File: src/rtl/core_seq_pkg.sv
// core_seq_pkg: shared state encoding and default parameters for core_run_sequencer
package core_seq_pkg;
  typedef enum logic [2:0] {IDLE, HOLD, REQ, RUN, REPORT} run_state_e;
  localparam int DEF_CNT_W   = 16;
  localparam int DEF_RST_CYC = 2;
  localparam int DEF_MAX_CYC = 1024;
endpackage

File: src/rtl/core_run_sequencer.sv
// core_run_sequencer: holds the core in reset, pulses req, times the run until done or MAX_CYC, reports to host
// ports: clk; reset (async, active-low); start/ack host handshake; busy, rslt_valid, cycles, timeout to host;
//        core_reset, core_req to core; core_done from core
module core_run_sequencer
  import core_seq_pkg::*;
#(
  parameter int CNT_W   = DEF_CNT_W,
  parameter int RST_CYC = DEF_RST_CYC,
  parameter int MAX_CYC = DEF_MAX_CYC
) (
  input  logic             clk,
  input  logic             reset,
  input  logic             start,
  input  logic             ack,
  output logic             busy,
  output logic             rslt_valid,
  output logic [CNT_W-1:0] cycles,
  output logic             timeout,
  output logic             core_reset,
  output logic             core_req,
  input  logic             core_done
);
  localparam int HW = $clog2(RST_CYC + 1);
  localparam logic [HW-1:0]    HOLD_LAST = HW'(RST_CYC - 1);
  localparam logic [CNT_W-1:0] MAX       = CNT_W'(MAX_CYC);
  run_state_e       state_q, state_d;
  logic [HW-1:0]    hold_q, hold_d;
  logic [CNT_W-1:0] cnt_q, cnt_d;
  logic             to_q, to_d;
  always_ff @(posedge clk or negedge reset) begin
    if (!reset) begin
      state_q <= IDLE;
      hold_q  <= '0;
      cnt_q   <= '0;
      to_q    <= 1'b0;
    end else begin
      state_q <= state_d;
      hold_q  <= hold_d;
      cnt_q   <= cnt_d;
      to_q    <= to_d;
    end
  end
  always_comb begin
    state_d = state_q;
    hold_d  = hold_q;
    cnt_d   = cnt_q;
    to_d    = to_q;
    case (state_q)
      IDLE: begin
        hold_d = '0;
        if (start) begin
          to_d    = 1'b0;
          state_d = HOLD;
        end
      end
      HOLD: begin
        hold_d  = (hold_q == HOLD_LAST) ? '0 : hold_q + HW'(1);
        state_d = (hold_q == HOLD_LAST) ? REQ : HOLD;
      end
      REQ: begin
        cnt_d   = '0;
        state_d = RUN;
      end
      RUN: begin
        // saturate so a mis-set MAX_CYC can never wrap the reported count
        cnt_d = (cnt_q == MAX) ? cnt_q : cnt_q + CNT_W'(1);
        if (core_done) begin
          state_d = REPORT;
          to_d    = 1'b0;
        end else if (cnt_q + CNT_W'(1) == MAX) begin
          state_d = REPORT;
          to_d    = 1'b1;
        end
      end
      REPORT: state_d = ack ? IDLE : REPORT;
      default: state_d = IDLE;
    endcase
  end
  // core_reset decodes from state, so it rises combinationally when reset forces IDLE
  assign busy       = (state_q == HOLD) || (state_q == REQ) || (state_q == RUN);
  assign rslt_valid = (state_q == REPORT);
  assign core_reset = (state_q == IDLE) || (state_q == HOLD);
  assign core_req   = (state_q == REQ);
  assign cycles     = cnt_q;
  assign timeout    = to_q;
endmodule

File: config.mk
export PLATFORM = sky130hd
export DESIGN_NAME = core_run_sequencer
export DESIGN_NICKNAME = d
export VERILOG_FILES = /design/src/rtl/core_seq_pkg.sv /design/src/rtl/core_run_sequencer.sv
export SDC_FILE = /design/constraint.sdc
export NUM_CORES = 1
export LEC_CHECK = 0
export ABC_AREA = 1
export CAP_MARGIN = 20
export CELL_PAD_IN_SITES_DETAIL_PLACEMENT = 0
export CELL_PAD_IN_SITES_GLOBAL_PLACEMENT = 1
export CORE_MARGIN = 2
export CORE_UTILIZATION = 37
export CTS_CLUSTER_DIAMETER = 120
export DETAILED_ROUTE_END_ITERATION = 10
export PLACE_DENSITY_LB_ADDON = 0.1
export SLEW_MARGIN = 25
export SYNTH_ARGS = -nofsm -noshare
export SYNTH_HDL_FRONTEND = slang
export SYNTH_SLANG_ARGS = --single-unit
File: constraint.sdc
create_clock -name clk -period 2.2 [get_ports clk]
set_clock_uncertainty 0.2 [all_clocks]
set_input_delay 0.33 -clock clk [delete_from_list [all_inputs] [get_ports clk]]
set_output_delay 0.33 -clock clk [all_outputs]
set_load 0.02 [all_outputs]
After elaboration in Yosys (flattened, before gate mapping)
Index checks and enable logic that the tools add are counted.

Eq/ne operators: 10. $add $sub $neg: 2. Multiplexer cells: 14. Reduce and logical (&&, ||, !) cells: 10.

Operator list (number): equality test 16 x 11 -> 1 bit (second input constant) (2); case mux 16 bit (2 select lines) (1); adder 16 x 1 -> 16 bit (second input constant) (1); 2-to-1 mux 16 bit (1); case mux 3 bit (5 select lines) (1); 2-to-1 mux 3 bit (4); equality test 3 x 2 -> 1 bit (second input constant) (2); nonzero test 2 bit (3); 2-to-1 mux 2 bit (2); inequality test 2 bit (second input constant) (2); case mux 2 bit (2 select lines) (1); AND reduction 2 bit (2); equality test 3 x 1 -> 1 bit (second input constant) (1); equality test 3 bit (second input constant) (1); zero test 3 bit (1); logical OR 1 bit (3); 2-to-1 mux 1 bit (3); inequality test 3 bit (second input constant) (1); AND reduction 3 bit (1); adder 2 x 1 -> 2 bit (second input constant) (1); equality test 2 x 1 -> 1 bit (second input constant) (1); case mux 1 bit (2 select lines) (1).

Output and inout bits: 21. Word-level logic and storage cells: 40. Flip-flop bits (word level): 22. Bits of input ports: 5.

Logic depth before layout (Yosys ltp)
Depth after elaboration: 5. Gate-level depth with buffers: 15. Depth with buffers taken out: 15.

Worst setup path after synthesis
No wires, ideal clock.

Kind: register -> register. Start: reg cnt_q[1] (netlist: cycles[1]). End: reg to_q (netlist: timeout). Stages on the path, launching flop included: 15. Required time: 1883 ps. Setup time: 117 ps. Buffers on the path: 0. Clock period less this slack: 2029 ps. Arrival: 1712 ps. Slack: 171 ps. Path through: dfrtp_1 -> ha_1 -> nand2_1 -> nor2_4 -> nand2_2 -> nand2_1 -> nand2_1 -> nor2_2 -> nand3_1 -> nor2_1 -> nand2_1 -> nand2_2 -> nand3_2 -> nand2_1 -> nand2_1.

Word-level cells in the longest chain between the ends: 4.

RTL lines: start: declaration (line core_run_sequencer.sv:28) `logic [CNT_W-1:0] cnt_q, cnt_d;`; start signal: assignment (line core_run_sequencer.sv:39) `cnt_q <= cnt_d;`; adder 16 x 1 -> 16 bit (line core_run_sequencer.sv:70) `end else if (cnt_q + CNT_W'(1) == MAX) begin`; equality test 16 x 11 -> 1 bit (line core_run_sequencer.sv:70); inequality test 3 bit (no line); AND reduction 3 bit (no line); end signal: assignment (line core_run_sequencer.sv:40) `to_q <= to_d;`; end: declaration (line core_run_sequencer.sv:29) `logic to_q, to_d;`.

Every way passes these cells. A chain may end at the register's enable or synchronous reset.

Worst setup path after layout
Start: reg state_q[2]. End: out core_reset.

Word-level cells in the longest chain between the ends: 2. Elaborated cells between the ends (all ways): 3. Classes of those cells: 1 x eq/ne; 2 x reduce/logical.

RTL lines: start: declaration (line core_run_sequencer.sv:26) `run_state_e state_q, state_d;`; start signal: assignment (line core_run_sequencer.sv:37) `state_q <= state_d;`; equality test 3 x 1 -> 1 bit / zero test 3 bit (equally long branches) (line core_run_sequencer.sv:82) `assign core_reset = (state_q == IDLE) || (state_q == HOLD);`; logical OR 1 bit * (line core_run_sequencer.sv:82); end: declaration (line core_run_sequencer.sv:19) `output logic core_reset,`.

Every way passes the cells marked *; elsewhere a longest branch is shown, timed or not.

==> results.yml <==
floorplan:
  core.rowCount: 22
  io_pins: 26
  die-area_mm2: 0.00439
  coreArea_mm2: 0.00369
  dieHeight_um: 66.2
  die_x_um: 66.2
  start_util_pct: 38.8
worst_setup_path:
  r2r_cells: 14
  cp.buffers_inverters: 1
  cp_slowest_cell: "clkdlybuf4s50_1"
  crit_chain: "nor2_1 > clkdlybuf4s50_1"
  crit_required_ns: 1.67
  crit_path_start_kind: "flop"
  path_max_fanout: 6
  cp_slowest_stage_delay_ns: 0.63
  cp.depth: 2
  critPathTopFamily: "buffers and inverters"
  worst_setup_path_end_kind: "primary output"
  setup.worst_path.class: "flop to primary output"
  arrival_ns: 1.53
layout:
  antenna_cells: 0
  layout_commonest_cell: "nand2_1"
  fin_cells: 289
  area_delta_synth_final_pct: 30.4
  final_layout_size_suffix_gt1_share_pct: 12.0
  num-fill-cells: 397
  most-common-layout-cells: "62 x nand2_1, 27 x inv_1, 24 x nor2_1"
  nets: 250
detailed_routing:
  highest_layer: "met4"
  wl_met1_um: 1810
  drtIter0Drc: 103
  dr_wl_met3_um: 133
  detail_route.wl_per_cell_um: 13.4
  viasPerCell: 4.94
  antenna_left: 0
  drt_first_pass_iters: 4
  wl_um: 3860
  wl_met2_um: 1840
  drc: 0
  via_count: 1427
sta:
  setup_ws_ns: 0.140
  fin_crit_sh_pct: 93.6
  period_needed_ns: 2.06
  fmax_mhz: 485
  maxSlewViolCount: 0
  slew_headroom_pct: 53.3
  worst_pin_slew_ns: 0.700
  rsz0062_at_grt: "true"
  final_hold_viol_count: 0
  setup_violations: 0
  fin_setup_tns_ns: 0
  fin_hold_ws_ns: 0.214
grt:
  grt_pass1_wl_um: 6540
  antenna_found_initial: 0
  grt_pass1_vias: 1391
  grt_max_degree: 23
  grt.total_usage_pct: 19.8
  overflow: 0
synth:
  synth_ff_type: "dfrtp_1"
  yosysWarnings: 0
  synth_top_cell_by_area: "dfrtp_1"
  yosysUniqueCellTypes: 21
  netlist_instances: 209
  synth_area_per_cell_um2: 6.85
  ys_ff_latch: 22
  synthDominantCellAreaShare_pct: 38.4
  synthTopCellsByArea: "dfrtp_1 38%, nand2_1 17%, o21ai_0 7.3%"
  synth_edf_count: 0
  synth.cell_area_mm2: 0.00143
  synth_nets: 217
  seq_area_frac_synth_pct: 38.4
  async_reset_ff_share_pct: 100
placed_design:
  portBuffers: 25
  gp_congestion: 0.800
  pre_cts_slack_ns: 0.0714
  place_inst: 284
  hpwl_um: 2980
clock_network:
  cts_buffers: 3
  cts_tree: "done"
  ctsLongestPathBuffers: 2
  clk_latency_ns: 0.27
  root_buffer: "clkbuf_8"
  cts.htree.levels: 1
  cts.reportedPaths.clkPinSlew_ns: 0.09
  cts_sinks: 22
pwr:
  leakagePower_uw: 0.000799
  cellPowerDensity_mw_per_mm2: 785
  ir_drop_mv: 0.525
  power.total_uw: 1470
flow_run:
  maxCapViolCount: 0
status:
  status: "completed"
min_path:
  hp-class: "primary input to asynchronous set/reset pin"
==> synthesized netlist by cell type (all sizes together) (2+ instances only) <==
cell type	n
clkbuf	2
dfrtp	22
ha	3
inv	27
nand2	67
nand3	14
nand4	10
nor2	33
nor3	3
o21ai	23
==> layer usage <==
layer  vias up  GRT usage, %
li1        735             -
met1       658          26.2
met2        27          32.5
met3         7          2.56
met4         0          7.91
met5         -             0
==> timing repair <==
item	in CTS	in global routing
setup endpoints to repair	1	5
gates resized for setup	1	7
hold buffers	0	0
setup buffers	0	1
pin swaps	0	3
==> cells by family (layout without fill, tap and decap cells) <==
kind of cell / after synthesis / in the layout / synth area share (%)
flip-flops: 22 / 22 / 38.4
AO/OA/AOI/OAI: 27 / 27 / 10.0
buffers and inverters: 29 / 61 / 7.60
adder cells (fa/ha/maj): 3 / 3 / 2.62
AND/OR/NAND/NOR: 128 / 128 / 41.3
==> area by class of cell <==
type | count | area (µm²) | share of cell area (%)
Multi-Input combinational cell | 158 | 793 | 42.5
Inverter | 27 | 101 | 5.43
Timing Repair Buffer | 30 | 289 | 15.5
Tap cell | 48 | 60.1 | 3.22
Clock buffer | 3 | 41.3 | 2.21
Sequential cell | 22 | 553 | 29.6
Clock inverter | 1 | 30.0 | 1.61
==> power breakdown <==
part | internal, µW | switching [µW]
registers | 458 | 57.9
logic | 207 | 351
clock network | 244 | 150
==> stage by stage <==
step           area [µm²]  util [%]
2_1_floorplan        1430         -
3_3_place_gp         1770      47.9
3_5_place_dp         1770      47.9
4_1_cts              1840      49.8
5_1_grt              1870      50.6
6_report             1870      50.6
==> worst paths after layout <==
| kind | startpoint | slack, ns | end |
|---|---|---|---|
| max in group asynchronous | reset | 1.33 | cycles[0] |
| worst max register to register | cycles[0] | 0.17 | timeout |
| worst min-delay path | reset | 0.21 | cycles[11] |
| worst min register to register | timeout | 0.29 | timeout |
| min in group clk | timeout | 0.29 | timeout |
| worst max-delay path | state_q[2] | 0.14 | core_reset |
==> registers in the layout, summed over array words and instances, names as in the netlist <==
register / flops
state_q: 3
timeout: 1
hold_q: 2
cycles: 16
Note: power is estimated with default switching activity, not from simulation.
